$ cat config.mk
export PLATFORM = sky130hd
export DESIGN_NAME = hazard_scoreboard_flat
export DESIGN_NICKNAME = d
export VERILOG_FILES = /design/src/rtl/hazard_scoreboard_if.sv /design/src/rtl/hazard_scoreboard.sv /design/src/flat_wrapper.sv
export SDC_FILE = /design/constraint.sdc
export NUM_CORES = 1
export LEC_CHECK = 0
export CORE_ASPECT_RATIO = 1.2
export CORE_MARGIN = 4
export CORE_UTILIZATION = 30
export DETAILED_ROUTE_END_ITERATION = 8
export PLACE_DENSITY_LB_ADDON = 0.3
export SYNTH_ARGS = -nofsm -noshare
export SYNTH_HDL_FRONTEND = slang
export SYNTH_SLANG_ARGS = --single-unit
$ cat constraint.sdc
create_clock -name clk -period 2.3 [get_ports clk]
set_input_delay 0.46 -clock clk [delete_from_list [all_inputs] [get_ports clk]]
set_output_delay 0.46 -clock clk [all_outputs]
set_load 0.01 [all_outputs]
$ cat src/rtl/hazard_scoreboard_if.sv
// Decode-side bundle between the pipeline decode stage and the hazard scoreboard.
// The master drives the decoded instruction; the slave returns stall/flush/forwarding.
interface hazard_scoreboard_if #(
    parameter int REG_AW = 4,
    parameter int STAGES = 3,
    parameter int CNT_W  = 16,
    parameter int SW     = $clog2(STAGES + 1)
);
    logic              dec_valid;
    logic [REG_AW-1:0] dec_rs1;
    logic              dec_rs1_used;
    logic [REG_AW-1:0] dec_rs2;
    logic              dec_rs2_used;
    logic [REG_AW-1:0] dec_rd;
    logic              dec_rd_we;
    logic              dec_is_load;
    logic              branch_taken;
    logic              hold;
    logic              stall;
    logic              flush;
    logic [SW-1:0]     fwd_sel1;
    logic [SW-1:0]     fwd_sel2;
    logic [SW-1:0]     inflight;
    logic [CNT_W-1:0]  stall_cnt;

    modport master (
        output dec_valid, dec_rs1, dec_rs1_used, dec_rs2, dec_rs2_used,
               dec_rd, dec_rd_we, dec_is_load, branch_taken, hold,
        input  stall, flush, fwd_sel1, fwd_sel2, inflight, stall_cnt
    );

    modport slave (
        input  dec_valid, dec_rs1, dec_rs1_used, dec_rs2, dec_rs2_used,
               dec_rd, dec_rd_we, dec_is_load, branch_taken, hold,
        output stall, flush, fwd_sel1, fwd_sel2, inflight, stall_cnt
    );
endinterface

$ cat src/rtl/hazard_scoreboard.sv
// Hazard/forwarding controller: shift scoreboard of in-flight destinations (slot 1 =
// execute), youngest-match forwarding selects, load-use stall, branch flush, stall counter.
module hazard_scoreboard #(
    parameter int REG_AW   = 4,
    parameter int STAGES   = 3,
    parameter int ZERO_REG = 0,
    parameter int CNT_W    = 16,
    localparam int SW      = $clog2(STAGES + 1)
) (
    input logic               clk,
    input logic               reset,
    hazard_scoreboard_if.slave bus
);
    logic [STAGES:1]              valid_reg;
    logic [STAGES:1]              we_reg;
    logic [STAGES:1]              ld_reg;
    logic [STAGES:1][REG_AW-1:0]  rd_reg;
    logic [CNT_W-1:0]             stall_cnt_reg;

    logic [STAGES:1] match1;
    logic [STAGES:1] match2;
    logic            zero1;
    logic            zero2;
    logic [SW-1:0]   sel1;
    logic [SW-1:0]   sel2;
    logic [SW-1:0]   inflight_cnt;
    logic            load_use;
    logic            stall;

    // Register 0 never matches when it is hardwired to zero.
    assign zero1 = (ZERO_REG != 0) && (bus.dec_rs1 == '0);
    assign zero2 = (ZERO_REG != 0) && (bus.dec_rs2 == '0);

    genvar gi;
    generate
        for (gi = 1; gi <= STAGES; gi++) begin : g_match
            assign match1[gi] = bus.dec_valid & bus.dec_rs1_used & valid_reg[gi] & we_reg[gi]
                              & (rd_reg[gi] == bus.dec_rs1) & ~zero1;
            assign match2[gi] = bus.dec_valid & bus.dec_rs2_used & valid_reg[gi] & we_reg[gi]
                              & (rd_reg[gi] == bus.dec_rs2) & ~zero2;
        end
    endgenerate

    // Scan oldest to youngest so the youngest (lowest slot) match is the last to land.
    always_comb begin
        sel1 = '0;
        sel2 = '0;
        for (int k = STAGES; k >= 1; k--) begin
            if (match1[k]) sel1 = SW'(k);
            if (match2[k]) sel2 = SW'(k);
        end
    end

    always_comb begin
        inflight_cnt = '0;
        for (int k = 1; k <= STAGES; k++) begin
            inflight_cnt = inflight_cnt + SW'(valid_reg[k] & we_reg[k]);
        end
    end

    // A slot-1 match is always the winner, so only slot 1 can create a load-use hazard.
    assign load_use = ld_reg[1] & (match1[1] | match2[1]);
    assign stall    = bus.hold | load_use;

    always_ff @(posedge clk or posedge reset) begin
        if (reset) begin
            valid_reg <= '0;
            we_reg    <= '0;
            ld_reg    <= '0;
            rd_reg    <= '0;
        end else if (!bus.hold) begin
            for (int k = STAGES; k >= 2; k--) begin
                valid_reg[k] <= valid_reg[k-1];
                we_reg[k]    <= we_reg[k-1];
                ld_reg[k]    <= ld_reg[k-1];
                rd_reg[k]    <= rd_reg[k-1];
            end
            if (load_use) begin
                valid_reg[1] <= 1'b0;
                we_reg[1]    <= 1'b0;
                ld_reg[1]    <= 1'b0;
                rd_reg[1]    <= '0;
            end else begin
                valid_reg[1] <= bus.dec_valid;
                we_reg[1]    <= bus.dec_rd_we;
                ld_reg[1]    <= bus.dec_is_load;
                rd_reg[1]    <= bus.dec_rd;
            end
        end
    end

    always_ff @(posedge clk or posedge reset) begin
        if (reset) begin
            stall_cnt_reg <= '0;
        end else if (stall && (stall_cnt_reg != {CNT_W{1'b1}})) begin
            stall_cnt_reg <= stall_cnt_reg + 1'b1;
        end
    end

    assign bus.stall     = stall;
    assign bus.flush     = bus.branch_taken & bus.dec_valid & ~stall;
    assign bus.fwd_sel1  = sel1;
    assign bus.fwd_sel2  = sel2;
    assign bus.inflight  = inflight_cnt;
    assign bus.stall_cnt = stall_cnt_reg;
endmodule

$ cat src/flat_wrapper.sv
// flat-port wrapper written by rule: the top's interface ports become plain ports
module hazard_scoreboard_flat 
#(
    parameter int REG_AW   = 4,
    parameter int STAGES   = 3,
    parameter int ZERO_REG = 0,
    parameter int CNT_W    = 16,
    localparam int SW      = $clog2(STAGES + 1)
)
  (clk, reset, bus_dec_valid, bus_dec_rs1, bus_dec_rs1_used, bus_dec_rs2, bus_dec_rs2_used, bus_dec_rd, bus_dec_rd_we, bus_dec_is_load, bus_branch_taken, bus_hold, bus_stall, bus_flush, bus_fwd_sel1, bus_fwd_sel2, bus_inflight, bus_stall_cnt);
  hazard_scoreboard_if #(.REG_AW(REG_AW), .STAGES(STAGES), .CNT_W(CNT_W)) bus_i ();
  input logic clk;
  input logic reset;
  input wire logic [$bits(bus_i.dec_valid)-1:0] bus_dec_valid;
  input wire logic [$bits(bus_i.dec_rs1)-1:0] bus_dec_rs1;
  input wire logic [$bits(bus_i.dec_rs1_used)-1:0] bus_dec_rs1_used;
  input wire logic [$bits(bus_i.dec_rs2)-1:0] bus_dec_rs2;
  input wire logic [$bits(bus_i.dec_rs2_used)-1:0] bus_dec_rs2_used;
  input wire logic [$bits(bus_i.dec_rd)-1:0] bus_dec_rd;
  input wire logic [$bits(bus_i.dec_rd_we)-1:0] bus_dec_rd_we;
  input wire logic [$bits(bus_i.dec_is_load)-1:0] bus_dec_is_load;
  input wire logic [$bits(bus_i.branch_taken)-1:0] bus_branch_taken;
  input wire logic [$bits(bus_i.hold)-1:0] bus_hold;
  output wire logic [$bits(bus_i.stall)-1:0] bus_stall;
  output wire logic [$bits(bus_i.flush)-1:0] bus_flush;
  output wire logic [$bits(bus_i.fwd_sel1)-1:0] bus_fwd_sel1;
  output wire logic [$bits(bus_i.fwd_sel2)-1:0] bus_fwd_sel2;
  output wire logic [$bits(bus_i.inflight)-1:0] bus_inflight;
  output wire logic [$bits(bus_i.stall_cnt)-1:0] bus_stall_cnt;
  assign bus_i.dec_valid = bus_dec_valid;
  assign bus_i.dec_rs1 = bus_dec_rs1;
  assign bus_i.dec_rs1_used = bus_dec_rs1_used;
  assign bus_i.dec_rs2 = bus_dec_rs2;
  assign bus_i.dec_rs2_used = bus_dec_rs2_used;
  assign bus_i.dec_rd = bus_dec_rd;
  assign bus_i.dec_rd_we = bus_dec_rd_we;
  assign bus_i.dec_is_load = bus_dec_is_load;
  assign bus_i.branch_taken = bus_branch_taken;
  assign bus_i.hold = bus_hold;
  assign bus_stall = bus_i.stall;
  assign bus_flush = bus_i.flush;
  assign bus_fwd_sel1 = bus_i.fwd_sel1;
  assign bus_fwd_sel2 = bus_i.fwd_sel2;
  assign bus_inflight = bus_i.inflight;
  assign bus_stall_cnt = bus_i.stall_cnt;
  hazard_scoreboard #(.REG_AW(REG_AW), .STAGES(STAGES), .ZERO_REG(ZERO_REG), .CNT_W(CNT_W)) u_core (.clk(clk), .reset(reset), .bus(bus_i));
endmodule
==> reports/results.txt <==
result of the run = finished, final reports clean
total number of cells along the worst setup path = 3
final worst path period need = 2242 ps
TritonCTS clock tree = built
DRC errors left = 0
RSZ-0062 raised after global routing = false
final net count = 277
number of violations reported at the end of detailed-routing iteration 0 = 51
post-synthesis sequential area ratio = 44.84%
area of the core = 0.006167 mm2
number of endpoints with negative hold slack in the final report = 0
WL per Instance = 13.68 um
number of library cell types mapped by synthesis = 35
wirelength, routed = 4610 um
worst stage delay on the critical path = 490 ps
ratio of final minimum period to clock period = 97.47%
global-route congestion overflow total = 0
maximum fanout along the worst path = 3
flip-flop count of the largest register, all copies and words added = 16
synthesized flop and latch total = 35
CTS H-Tree Depth = 2
Bufs and invs on worst path = 1
total iterations of the first detailed-routing run = 4
via count of the first global-routing pass = 1707
final number of setup-violating endpoints = 0
cell taking the most area after synthesis = dfrtp_1
Slew Limit Headroom = 68.94%
cell area after technology mapping = 0.001953 mm2
multi-input gate area in the final layout = 0.001092 mm2
placed wire-length estimate after detailed placement = 3445 um
clock skew after layout = 4.994 ps
maximum number of pins on one net before global-route repair = 36
fillers = 588
standard-cell row count = 31
area of the die = 0.007870 mm2
critical-path cell with the highest stage delay = clkdlybuf4s50_1
register area = 875.8 um2
arrival time of the worst setup path = 1780 ps
number of instances in the synthesized netlist = 185
ratio of total power to cell area = 697.5 mW/mm2
maximum buffer depth of the clock tree = 2
Final Wtd Congestion = 0.7390
global-route usage over all layers = 12.66%
TNS Setup = 0 ps
critical path data required time = 1840 ps
top post-synthesis cells by count = dfrtp_1 (35), nand2_1 (23), xnor2_1 (21)
fraction of registers with async set/reset = 100.0%
via count = 1584
Area contributors post-synth = dfrtp_1 (45%), xnor2_1 (9.4%), mux2_2 (7.5%), xor2_1 (6.7%), nand2_1 (4.4%)
most repeated cell in the gate-level netlist after synthesis = dfrtp_1
worst setup path class = reg -> out
uppermost signal routing layer after detailed routing = met4
total routed wire length on the met1 layer = 2065 um
clock-pin slew reported for the worst setup and hold paths after clock tree synthesis = 70 ps
post-route standard cell area excluding fillers = 0.002744 mm2
number of primary I/O pins = 45
initial core utilization = 31.67%
peak ir drop on the vdd network = 0.4673 mV
Sink Count = 35
Antenna Cells = 0
worst min path class = reg -> reg
highest attainable clock frequency = 446.1 MHz
Critical Path End Type = output port
number of max-capacitance violations reported = 0
sum of met2 wire segment lengths after detailed routing = 2245 um
Via density = 4.700
static power due to leakage = 0.001180 uW
share of the synthesized area in the top cell type = 44.84%
net count of the mapped netlist = 208
met3 wire len = 224 um
share of cells above drive strength 1 = 24.71%
leading register cell type out of synthesis = dfrtp_1
height of the chip = 96.39 um
dpl cell area = 0.002624 mm2
critical path's top delay family = buffers and inverters
number of nets with antenna violations after detailed routing = 0
actual transition at the worst max-transition pin = 461.7 ps
IO Port Bufs = 44
Skew-Pair Late Insertion Delay = 280 ps
number of enable-type register cells in the synthesized netlist = 0
syn avg cell area = 10.56 um2
number of warnings printed during yosys synthesis = 0
startpoint type of the worst setup path = flip-flop
cell at the root of the clock tree = clkbuf_8
global-route wire length before repair = 7783 um
area added between synthesis and finish = 40.49%
number of antenna violations at the first check in global routing = 0
max-slew violations = 0
cells along the critical path = and2_1, fa_1, clkdlybuf4s50_1
die width = 81.66 um
Worst Reg-to-Reg Cells = 6
Inserted Clock Buffers = 5
number of hold buffers added after cts = 0
worst hold path cell count = 1
## per-stage QoR
| step | setup slack [ps] | cells | hold WS (ps) | util (%) | total power (uW) |
|---|---|---|---|---|---|
| after global routing | 7.557 | 337 | 519.4 | 44.49 | 2030 |
| after detailed placement | -560.5 | 328 | 484.7 | 42.54 | 1436 |
| after global placement | -520.6 | 328 | 483.3 | 42.54 | 1437 |
| after CTS | 32.52 | 337 | 499.5 | 44.47 | 1940 |
| final | 58.26 | 337 | 494.3 | 44.49 | 1914 |
| after floorplan | 464.6 | 185 | 470.4 | - | 1143 |
## worst reg2reg max path, stage by stage, from the launching register on
cell	delay, ps
dfrtp_1	440
xnor2_2	240
nand3_2	130
o221a_4	320
buf_4	180
nor4_1	370
xor2_1	180
## report_power, final
group | internal (uW) | switching (uW)
logic | 330 | 235
clock network | 273 | 212
registers | 726 | 137
total | 1330 | 584
## path summary, 6_finish.rpt
kind                            slack, ps                  endpoint                      from
worst max register to register        370   u_core.bus.stall_cnt[7]          u_core.rd_reg[1]
max in group asynchronous            1410         u_core.rd_reg[10]                     reset
worst min register to register        490  u_core.bus.stall_cnt[15]  u_core.bus.stall_cnt[15]
worst min-delay path                  490  u_core.bus.stall_cnt[15]  u_core.bus.stall_cnt[15]
worst max-delay path                   60           bus_inflight[1]       u_core.valid_reg[3]
min in group asynchronous             580          u_core.we_reg[1]                     reset
## placed cells by master, fill, tap and decap left out, types with 6 or more instances in the layout
| cell type | Yosys | final |
|---|---|---|
| dfrtp_1 | 35 | 35 |
| xor2_1 | 15 | 15 |
| clkbuf_8 | 0 | 7 |
| clkdlybuf4s50_1 | 0 | 26 |
| buf_4 | 0 | 22 |
| nor2_1 | 6 | 6 |
| nand4_1 | 8 | 8 |
| o21ai_0 | 8 | 8 |
| buf_2 | 0 | 6 |
| dlygate4sd2_1 | 0 | 11 |
| nand3_1 | 9 | 7 |
| nand2_1 | 23 | 23 |
| mux2_2 | 13 | 13 |
| xnor2_1 | 21 | 18 |
## final cells by class
| type | count | share of cell area (%) |
|---|---|---|
| Timing Repair Buffer | 66 | 20.47 |
| Clock buffer | 8 | 3.648 |
| Tap cell | 82 | 3.739 |
| Inverter | 3 | 0.4104 |
| Sequential cell | 35 | 31.92 |
| Multi-Input combinational cell | 143 | 39.81 |
## cells by family after synthesis
family | after synthesis | synth area share (%)
flip-flops | 35 | 44.84
buffers and inverters | 7 | 2.114
AND/OR/NAND/NOR | 75 | 22.42
XOR/XNOR | 36 | 16.14
adder cells (fa/ha/maj) | 2 | 1.666
AO/OA/AOI/OAI | 17 | 5.318
multiplexers | 13 | 7.495
## repair_timing
action,in CTS,in global routing
buffers inserted,1,0
setup endpoints to repair,7,3
endpoints found under the hold margin,0,0
pin swaps,8,1
resized for setup,45,1
## routing by layer
| layer | up-vias | GRT usage [%] |
|---|---|---|
| met4 | 0 | 4.571 |
| met3 | 9 | 2.690 |
| met5 | - | 0 |
| met2 | 39 | 22.35 |
| met1 | 736 | 15.05 |
| li1 | 800 | - |
No activity file was read; power rests on OpenSTA's default activity.
